[config.mk]
export PLATFORM = sky130hd
export DESIGN_NAME = seg_disp_sched
export DESIGN_NICKNAME = d
export VERILOG_FILES = /design/src/rtl/seg_sched_pkg.sv /design/src/rtl/seg_slot_cnt.sv /design/src/rtl/seg_disp_sched.sv
export SDC_FILE = /design/constraint.sdc
export NUM_CORES = 1
export LEC_CHECK = 0
export ABC_AREA = 1
export CAP_MARGIN = 5
export CORE_UTILIZATION = 40
export CTS_CLUSTER_SIZE = 30
export DETAILED_ROUTE_END_ITERATION = 7
export PLACE_DENSITY = 0.81
export SLEW_MARGIN = 20
export SYNTH_ARGS = -nofsm -noshare
export SYNTH_HDL_FRONTEND = slang
export SYNTH_HIERARCHICAL = 1
export SYNTH_SLANG_ARGS = --single-unit
[constraint.sdc]
create_clock -name sys_clk -period 3.7 [get_ports sys_clk]
set_input_delay 1.11 -clock sys_clk [delete_from_list [all_inputs] [get_ports sys_clk]]
set_output_delay 1.11 -clock sys_clk [all_outputs]
set_load 0.01 [all_outputs]
[src/rtl/seg_sched_pkg.sv]
// Shared types and constants for the seven-segment display scheduler.
//   - sched_state_e : scheduler FSM states
//   - sel_e         : cur_sel (display owner) encoding
//   - DATA_W, POINT_W, CNT_W : bundle and counter widths
package seg_sched_pkg;

    localparam int unsigned DATA_W  = 20;
    localparam int unsigned POINT_W = 6;
    localparam int unsigned CNT_W   = 26;

    typedef enum logic [1:0] {
        StIdle  = 2'd0,
        StShowA = 2'd1,
        StShowB = 2'd2,
        StGap   = 2'd3
    } sched_state_e;

    typedef enum logic [1:0] {
        SelNone = 2'b00,
        SelA    = 2'b01,
        SelB    = 2'b10
    } sel_e;

endpackage

[src/rtl/seg_slot_cnt.sv]
// Slot counter shared by the dwell and blanking phases.
// Counts 0..tc_val_i while enabled and wraps to 0 after the terminal count.
//   clk_i    : clock
//   rst_ni   : synchronous active-low reset
//   clr_i    : force the count to 0 (wins over en_i)
//   en_i     : advance the count
//   tc_val_i : terminal count value
//   tc_o     : count equals tc_val_i
module seg_slot_cnt
    import seg_sched_pkg::*;
(
    input  logic             clk_i,
    input  logic             rst_ni,
    input  logic             clr_i,
    input  logic             en_i,
    input  logic [CNT_W-1:0] tc_val_i,
    output logic             tc_o
);

    logic [CNT_W-1:0] cnt_q, cnt_d;

    assign tc_o = (cnt_q == tc_val_i);

    always_comb begin
        cnt_d = cnt_q;
        if (clr_i) begin
            cnt_d = '0;
        end else if (en_i) begin
            cnt_d = tc_o ? '0 : cnt_q + 1'b1;
        end
    end

    always_ff @(posedge clk_i) begin
        if (!rst_ni) begin
            cnt_q <= '0;
        end else begin
            cnt_q <= cnt_d;
        end
    end

endmodule

[src/rtl/seg_disp_sched.sv]
// Time-shares one six-digit display between sources A and B.
// A source owns the display for a dwell slot; every change of owner passes through a
// blanking gap, and the display is released (all zero) when nobody requests it.
//   sys_clk, sys_rst_n         : clock, synchronous active-low reset
//   req_a/b                    : level requests to own the display
//   data/point/sign/seg_en_a/b : source bundles
//   data, point, sign, seg_en  : forwarded bundle (zero in idle and gap)
//   cur_sel                    : display owner, 00 none, 01 A, 10 B
//   slot_end                   : one-cycle pulse on the last cycle of each dwell slot
module seg_disp_sched
    import seg_sched_pkg::*;
#(
    parameter logic [CNT_W-1:0] DWELL_MAX = 26'd49_999_999,
    parameter logic [CNT_W-1:0] GAP_MAX   = 26'd4_999_999
) (
    input  logic               sys_clk,
    input  logic               sys_rst_n,
    input  logic               req_a,
    input  logic               req_b,
    input  logic [DATA_W-1:0]  data_a,
    input  logic [DATA_W-1:0]  data_b,
    input  logic [POINT_W-1:0] point_a,
    input  logic [POINT_W-1:0] point_b,
    input  logic               sign_a,
    input  logic               sign_b,
    input  logic               seg_en_a,
    input  logic               seg_en_b,
    output logic [DATA_W-1:0]  data,
    output logic [POINT_W-1:0] point,
    output logic               sign,
    output logic               seg_en,
    output logic [1:0]         cur_sel,
    output logic               slot_end
);

    sched_state_e state_q, state_d;
    // Destination of the gap: 0 = A, 1 = B.
    logic target_q, target_d;

    logic             cnt_clr, cnt_en, cnt_tc;
    logic [CNT_W-1:0] tc_val;

    logic [DATA_W-1:0]  data_q, data_d;
    logic [POINT_W-1:0] point_q, point_d;
    logic               sign_q, sign_d;
    logic               seg_en_q, seg_en_d;
    logic [1:0]         cur_sel_q, cur_sel_d;
    logic               slot_end_q, slot_end_d;

    logic own_req, oth_req, tgt_req, alt_req, in_show;

    assign tc_val = (state_q == StGap) ? GAP_MAX : DWELL_MAX;

    seg_slot_cnt u_slot_cnt (
        .clk_i    (sys_clk),
        .rst_ni   (sys_rst_n),
        .clr_i    (cnt_clr),
        .en_i     (cnt_en),
        .tc_val_i (tc_val),
        .tc_o     (cnt_tc)
    );

    assign in_show = (state_q == StShowA) || (state_q == StShowB);
    assign own_req = (state_q == StShowA) ? req_a : req_b;
    assign oth_req = (state_q == StShowA) ? req_b : req_a;
    assign tgt_req = target_q ? req_b : req_a;
    assign alt_req = target_q ? req_a : req_b;

    // Next-state logic.
    always_comb begin
        state_d  = state_q;
        target_d = target_q;
        cnt_clr  = 1'b0;
        cnt_en   = 1'b0;
        unique case (state_q)
            StIdle: begin
                cnt_clr = 1'b1;
                if (req_a) begin
                    state_d = StShowA;
                end else if (req_b) begin
                    state_d = StShowB;
                end
            end
            StShowA, StShowB: begin
                if (cnt_tc || !own_req) begin
                    cnt_clr = 1'b1;
                    if (oth_req) begin
                        state_d  = StGap;
                        target_d = (state_q == StShowA);
                    end else if (!own_req) begin
                        state_d = StIdle;
                    end
                end else begin
                    cnt_en = 1'b1;
                end
            end
            StGap: begin
                if (cnt_tc) begin
                    cnt_clr = 1'b1;
                    if (tgt_req) begin
                        state_d = target_q ? StShowB : StShowA;
                    end else if (alt_req) begin
                        state_d = target_q ? StShowA : StShowB;
                    end else begin
                        state_d = StIdle;
                    end
                end else begin
                    cnt_en = 1'b1;
                end
            end
            default: state_d = StIdle;
        endcase
    end

    // Output mux; registered one cycle behind the state.
    always_comb begin
        data_d     = '0;
        point_d    = '0;
        sign_d     = 1'b0;
        seg_en_d   = 1'b0;
        cur_sel_d  = SelNone;
        slot_end_d = in_show && cnt_tc;
        if (state_q == StShowA) begin
            data_d    = data_a;
            point_d   = point_a;
            sign_d    = sign_a;
            seg_en_d  = seg_en_a;
            cur_sel_d = SelA;
        end else if (state_q == StShowB) begin
            data_d    = data_b;
            point_d   = point_b;
            sign_d    = sign_b;
            seg_en_d  = seg_en_b;
            cur_sel_d = SelB;
        end
    end

    always_ff @(posedge sys_clk) begin
        if (!sys_rst_n) begin
            state_q    <= StIdle;
            target_q   <= 1'b0;
            data_q     <= '0;
            point_q    <= '0;
            sign_q     <= 1'b0;
            seg_en_q   <= 1'b0;
            cur_sel_q  <= SelNone;
            slot_end_q <= 1'b0;
        end else begin
            state_q    <= state_d;
            target_q   <= target_d;
            data_q     <= data_d;
            point_q    <= point_d;
            sign_q     <= sign_d;
            seg_en_q   <= seg_en_d;
            cur_sel_q  <= cur_sel_d;
            slot_end_q <= slot_end_d;
        end
    end

    assign data     = data_q;
    assign point    = point_q;
    assign sign     = sign_q;
    assign seg_en   = seg_en_q;
    assign cur_sel  = cur_sel_q;
    assign slot_end = slot_end_q;

endmodule

Word level (Yosys, flattened, before mapping). Cells that the tools add are included.

Multiplexer cells: 33. Reductions and logical operators: 10. $add $sub $neg: 1. Equality and inequality tests: 8. Bitwise operators: 1.

Operators with widths (count): $mux 26 (2); $mux 20 (2); $add 26x1->26 const B (1); $eq 26x26->1 (1); $mux 2 (11); $mux 1 (13); $mux 6 (2); $ne 3x3->1 const B (2); $pmux 2 s3 (1); $reduce_or 2->1 (3); $eq 2x2->1 const B (2); $ne 2x2->1 const B (2); $reduce_and 4->1 (1); $pmux 1 s3 (1); $reduce_and 3->1 (1); $eq 2x1->1 const B (1); $logic_not 2->1 (1); $logic_or 1x1->1 (2); $pmux 1 s2 (1); $logic_and 1x1->1 (1); $logic_not 1->1 (1); $not 1->1 (1).

Bits in registers: 60. Bits of input ports: 60. Word-level logic and storage cells: 63.

Longest topological paths before layout.
Depth after elaboration: 7. Gate-level depth with buffers: 21.

Cells and area by module. The synthesis kept the hierarchy.

Modules (own cells, without submodules): seg_slot_cnt (cells each 302, seq. area each 520.5 sq um, area an instance 1905.6 sq um, times used 1); seg_disp_sched (cells each 132, seq. area each 680.7 sq um, area an instance 1303.8 sq um, times used 1).

Least setup slack after synthesis. No wires, ideal clock.

Kind: register -> register. From: register state_q[0]. To: register u_slot_cnt.cnt_q[23]. Buffers on the path: 1. Setup time: 116 ps. Stages on the path, launching flop included: 21. Arrival: 2739 ps. Setup slack: 845 ps. Cells stage by stage: dfxtp_1 -> ha_1 -> inv_1 -> inv_1 -> nand2_1 -> nand2_1 -> nor2_1 -> nand3_1 -> nor4_1 -> inv_1 -> nand3_2 -> a21oi_1 -> buf_4 -> inv_2 -> nor2_2 -> nand2_1 -> inv_2 -> nand2_1 -> nor2_1 -> xor2_1 -> nor2_2.

Elaborated cells between the ends (all ways): 18. Those cells by class: eq/ne: 4; mux: 9; reduce/logical: 5.

RTL lines: from (decl) (RTL line seg_disp_sched.sv:36) `sched_state_e state_q, state_d;`; from (signal assigned) (RTL line seg_disp_sched.sv:140) `state_q <= StIdle;`; from (signal assigned) (RTL line seg_disp_sched.sv:149) `state_q <= state_d;`; $eq 2x2->1 (*) (RTL line seg_disp_sched.sv:52) `assign tc_val = (state_q == StGap) ? GAP_MAX : DWELL_MAX;`; $mux 26 (*) (RTL line seg_disp_sched.sv:52); named net tc_val[11] (RTL line seg_disp_sched.sv:41) `logic [CNT_W-1:0] tc_val;`; $eq 26x26->1 (*) (RTL line seg_slot_cnt.sv:22) `assign tc_o = (cnt_q == tc_val_i);`; named net cnt_tc (RTL line seg_disp_sched.sv:40) `logic cnt_clr, cnt_en, cnt_tc;`; $logic_or 1x1->1 (RTL line seg_disp_sched.sv:85) `if (cnt_tc || !own_req) begin`; $mux 1 (RTL line seg_disp_sched.sv:85); $pmux 1 s2 (*) (RTL line seg_disp_sched.sv:75) `unique case (state_q)`; named net cnt_en (RTL line seg_disp_sched.sv:40); to (signal assigned) (RTL line seg_slot_cnt.sv:37) `cnt_q <= cnt_d;`; to (decl) (RTL line seg_slot_cnt.sv:20) `logic [CNT_W-1:0] cnt_q, cnt_d;`.

The timed path passes the listed nets; every way through them passes the cells marked *. A chain may end at the register's enable or synchronous reset.

Worst setup path after layout.
From: register state_q[0]. To: register u_slot_cnt.cnt_q[8].

The elaborated chain is that of the path after synthesis.

==> results.txt <==
The run finished with clean final reports. The largest total area in the synthesized netlist belongs to sky130_fd_sc_hd__dfxtp_1. In this run the worst setup path begins at state_q[0]$_SDFFE_PN0P_.

The worst register-to-register path ends at u_slot_cnt/cnt_q[8]$_SDFFE_PP0P_. The initial antenna violation count is 0. The number of vias in the routed layout is 3086. The category of the critical setup timing path is reg2reg. During synthesis, Yosys emitted a total of 6 warnings.

The endpoint arrival time on the critical path came out at 3.47 ns. The global-route wire length before repair is 13.9 mm. The sequential power share is 0.382. The combined global-route utilization of all metal layers came out at 0.210.

Summed over all layers, the global routing overflow is 0. The number of port buffers came out at 90. Of the available clock period, the critical path in the final layout requires 0.873. Entering global routing, the biggest net connects 30 pins.

The data required time of the worst path is 3.94 ns. Summing all non-filler instances in the final layout gives an area of 4420 µm². Clock tree synthesis inserted a total of 9 buffers. The worst reg2reg path depth came out at 19. The final worst-path setup slack is 0.469 ns. Measured along the x axis, the die boundary spans 91.6 µm. IR analysis of the VDD net gives a maximum drop of 0.270 mV. The synthesis-stage register bit count came out at 60. The starting density of the core came out at 0.415.

The area of the placeable core came out at 7730 µm². The worst setup path is captured at a flop. For this design the ratio of total power to cell area is about 460 nW/µm². The clock-pin slew on the worst setup and hold paths is 0.07 ns. For this run, the share of the core covered by cells in the final layout is 0.573. The count of flip-flops with a built-in enable after synthesis is 0. The number of global-route vias before repair is about 3000. The post-synthesis instance area came out at 3210 µm².

The cell chosen for the clock root is sky130_fd_sc_hd__clkbuf_8. At the placement stage, the worst setup path has a slack of 0.275 ns. In this run the worst hold path is classified as reg2reg. The detailed-placement wirelength estimate came out at 6.29 mm. The internal power came out at roughly 1.4 mW.

The maximum buffer depth of the clock tree came out at 2. The die covers 8390 µm². The clock latency on the worst-skew pair came out at roughly 0.34 ns. The detail-routed via count per cell is 4.75. Setup repair after global routing left no endpoint under its margin.

The clock skew after layout came out at 0.00739 ns. The sink of the worst hold path is target_q$_SDFFE_PN0P_. After the last flow step, the layout net total stands at 610.

The maximum operating frequency is 309 MHz. The final hold violation count was 0. Subtracting the final worst setup slack from the clock period gives 3.23 ns. The number of levels the H-tree was split into came out at 3.

The highest net fanout along the worst path came out at 14. The average instance area after synthesis is 7.39 µm². The number of clock sinks came out at 60. Along the worst hold path, the cell count comes to 2.

The post-placement cell area came out at 4220 µm². The clock group share of total power is 0.283. Setup violations remaining at the end of the flow were counted as 0. The final routed DRC violation total came out at 0. In this run the vertical extent of the chip is 91.6 µm. Routability-driven placement finished with a final weighted congestion of 0.891. Of the total power, the share spent switching nets is 0.317. The portion of synthesized cell area occupied by the leading cell type came out at 0.374. The fraction of final layout cells with drive strength greater than 1 is 0.100. The number of placement rows is 32. The number of instances in the synthesized netlist came out at ~430. The residual antenna-violating net count after detailed routing is 0. The max-capacitance violation count is 0. The average wire per cell in the routed design is 12.6 µm. Across all hold checks on the routed design, the worst slack comes to 0.530 ns.

The number of pins exceeding their max-slew limit in the final report was 0. TritonCTS built the clock tree. The combinational group share of total power is 0.336. The distinct cell type count of the synthesized netlist is 33.

The detailed-routing iteration count for the pre-antenna-repair pass is 4. The register-to-register setup slack came out at 0.47 ns. The cell leakage power is roughly 1.9 nW. Yosys attributes the largest share of cell area to sky130_fd_sc_hd__dfxtp_1 (37%), sky130_fd_sc_hd__nand2_1 (14%), sky130_fd_sc_hd__a22o_1 (7.6%). The startpoint type of the worst setup path is a flop.

The total wire length came out at 8.17 mm. between 90 and 100 I/O pins were placed. The start point of the worst hold path is target_q$_SDFFE_PN0P_.

Compared with the post-synthesis result, the final layout area differs by 37.9%. The number of inserted diodes is 0. For this run, the register share of the synthesized area comes to 0.374.

The switching power of the nets is 643 µW. The post-route setup TNS came out at 0 ns. The first-iteration detailed-routing DRC count is 202. The worst register-to-register path begins at state_q[0]$_SDFFE_PN0P_.

The async set or reset register ratio after synthesis is 0. The most used flip-flop cell after synthesis is sky130_fd_sc_hd__dfxtp_1.
[metal layers]
metal | up-vias | track usage | part of all wire | wire length, µm
li1 | 1560 | - | - | -
met1 | 1420 | 0.253 | 0.42 | 3470
met2 | 89 | 0.355 | 0.50 | 4050
met3 | 17 | 0.0653 | 0.064 | 523
met4 | 0 | 0.0648 | 0.017 | 136
met5 | - | 0 | 0 | 0
[through the flow]
step           instances  power (mW)
6_report             650        2.02
5_1_grt              650        2.15
4_1_cts              649        2.04
3_5_place_dp         633        1.46
3_3_place_gp         633        1.45
2_1_floorplan        450        1.17
[critical path, stage by stage (launching register included)]
cell and delay, ns:
sky130_fd_sc_hd__dfxtp_1 0.37, sky130_fd_sc_hd__ha_2 0.35, sky130_fd_sc_hd__clkinvlp_4 0.12, sky130_fd_sc_hd__buf_4 0.20, sky130_fd_sc_hd__nand2_1 0.08, sky130_fd_sc_hd__nand2_1 0.04
sky130_fd_sc_hd__nor2_1 0.19, sky130_fd_sc_hd__nand3_1 0.13, sky130_fd_sc_hd__nor4_1 0.44, sky130_fd_sc_hd__inv_1 0.17, sky130_fd_sc_hd__nand3_2 0.12, sky130_fd_sc_hd__a21oi_1 0.15
sky130_fd_sc_hd__buf_4 0.21, sky130_fd_sc_hd__nand2_1 0.09, sky130_fd_sc_hd__nor2_1 0.08, sky130_fd_sc_hd__nand2_1 0.09, sky130_fd_sc_hd__xor2_1 0.15, sky130_fd_sc_hd__nor2_1 0.05
sky130_fd_sc_hd__nand2_1 0.07, sky130_fd_sc_hd__inv_1 0.04
[power by group through the flow]
| stage | Clock [mW] | Sequential [mW] | Combinational, mW |
|---|---|---|---|
| 3_3_place_gp | 0 | 0.783 | 0.663 |
| 4_1_cts | 0.585 | 0.773 | 0.679 |
| 6_report | 0.572 | 0.773 | 0.680 |
| 2_1_floorplan | 0 | 0.831 | 0.342 |
| 5_1_grt | 0.621 | 0.784 | 0.746 |
| 3_5_place_dp | 0 | 0.787 | 0.673 |
[sequential cells by signal, summed over array words and instances (netlist names)]
| signal | cells |
|---|---|
| cur_sel | 2 |
| data | 20 |
| point | 6 |
| seg_en | 1 |
| sign | 1 |
| slot_end | 1 |
| state_q | 2 |
| target_q | 1 |
| u_slot_cnt/cnt_q | 26 |
[Yosys cell counts, types with 3 or more instances]
cell type	instances
sky130_fd_sc_hd__a21oi_1	3
sky130_fd_sc_hd__a22o_1	28
sky130_fd_sc_hd__buf_2	4
sky130_fd_sc_hd__buf_6	4
sky130_fd_sc_hd__dfxtp_1	60
sky130_fd_sc_hd__ha_1	7
sky130_fd_sc_hd__inv_1	50
sky130_fd_sc_hd__inv_2	8
sky130_fd_sc_hd__nand2_1	118
sky130_fd_sc_hd__nand2_2	3
sky130_fd_sc_hd__nand3_1	21
sky130_fd_sc_hd__nand3_2	5
sky130_fd_sc_hd__nand4_1	3
sky130_fd_sc_hd__nor2_1	48
sky130_fd_sc_hd__nor2_2	13
sky130_fd_sc_hd__nor3_1	4
sky130_fd_sc_hd__nor3_2	3
sky130_fd_sc_hd__xnor2_1	13
sky130_fd_sc_hd__xor2_1	19
[worst max path at each step]
stage                                                    to  slack, ns  cells past startpoint
after detailed placement  u_slot_cnt/cnt_q[23]$_SDFFE_PP0P_       0.28                     18
after CTS                 u_slot_cnt/cnt_q[23]$_SDFFE_PP0P_       0.26                     18
after floorplan           u_slot_cnt/cnt_q[23]$_SDFFE_PP0P_       0.84                     20
final                      u_slot_cnt/cnt_q[8]$_SDFFE_PP0P_       0.47                     19
after global placement     u_slot_cnt/cnt_q[8]$_SDFFE_PP0P_       0.35                     19
after global routing      u_slot_cnt/cnt_q[23]$_SDFFE_PP0P_       0.14                     19
[layout make-up]
| class | count | area, µm² |
|---|---|---|
| Timing Repair Buffer | 93 | 923 |
| Clock inverter | 6 | 65.1 |
| Inverter | 59 | 225 |
| Sequential cell | 60 | 1200 |
| Clock buffer | 10 | 128 |
| Tap cell | 102 | 128 |
| Multi-Input combinational cell | 320 | 1750 |
| Fill cell | 676 | 3300 |
[timing repair]
| item | in CTS | in global routing |
|---|---|---|
| resized for setup | 0 | 2 |
| buffers inserted | 0 | 1 |
| hold buffers | 0 | 0 |
| setup endpoints to repair | 0 | 12 |
[cells by family (layout without fill, tap and decap cells)]
kind of cell	Yosys count	after routing	synth area share
xor gates and xnor gates	32	32	0.0873
buffers and inverters	70	168	0.0986
AOI/OAI and AO/OA	38	38	0.0947
adders and majority gates	7	7	0.0273
and+or+nand+nor	225	225	0.315
DFF	60	60	0.374
other	2	18	0.00234
[cell usage in the layout, fill, tap and decap left out, drive strengths merged]
master | synthesis | final
ha | 7 | 7
a22o | 28 | 28
a21o | 2 | 2
nor3 | 8 | 8
dfxtp | 60 | 60
nor4 | 2 | 2
conb | 2 | 18
nor2 | 61 | 61
nand2 | 122 | 122
clkbuf | 0 | 10
clkinv | 1 | 5
nand4 | 3 | 3
xnor2 | 13 | 13
xor2 | 19 | 19
bufinv | 0 | 1
inv | 58 | 57
o211ai | 1 | 1
nor3b | 1 | 1
buf | 11 | 3
a21oi | 3 | 3
clkdlybuf4s50 | 0 | 90
nand3 | 26 | 26
o22ai | 1 | 1
o21ai | 3 | 3
and3 | 2 | 2
clkinvlp | 0 | 2
No activity file was read; power rests on OpenSTA's default activity.
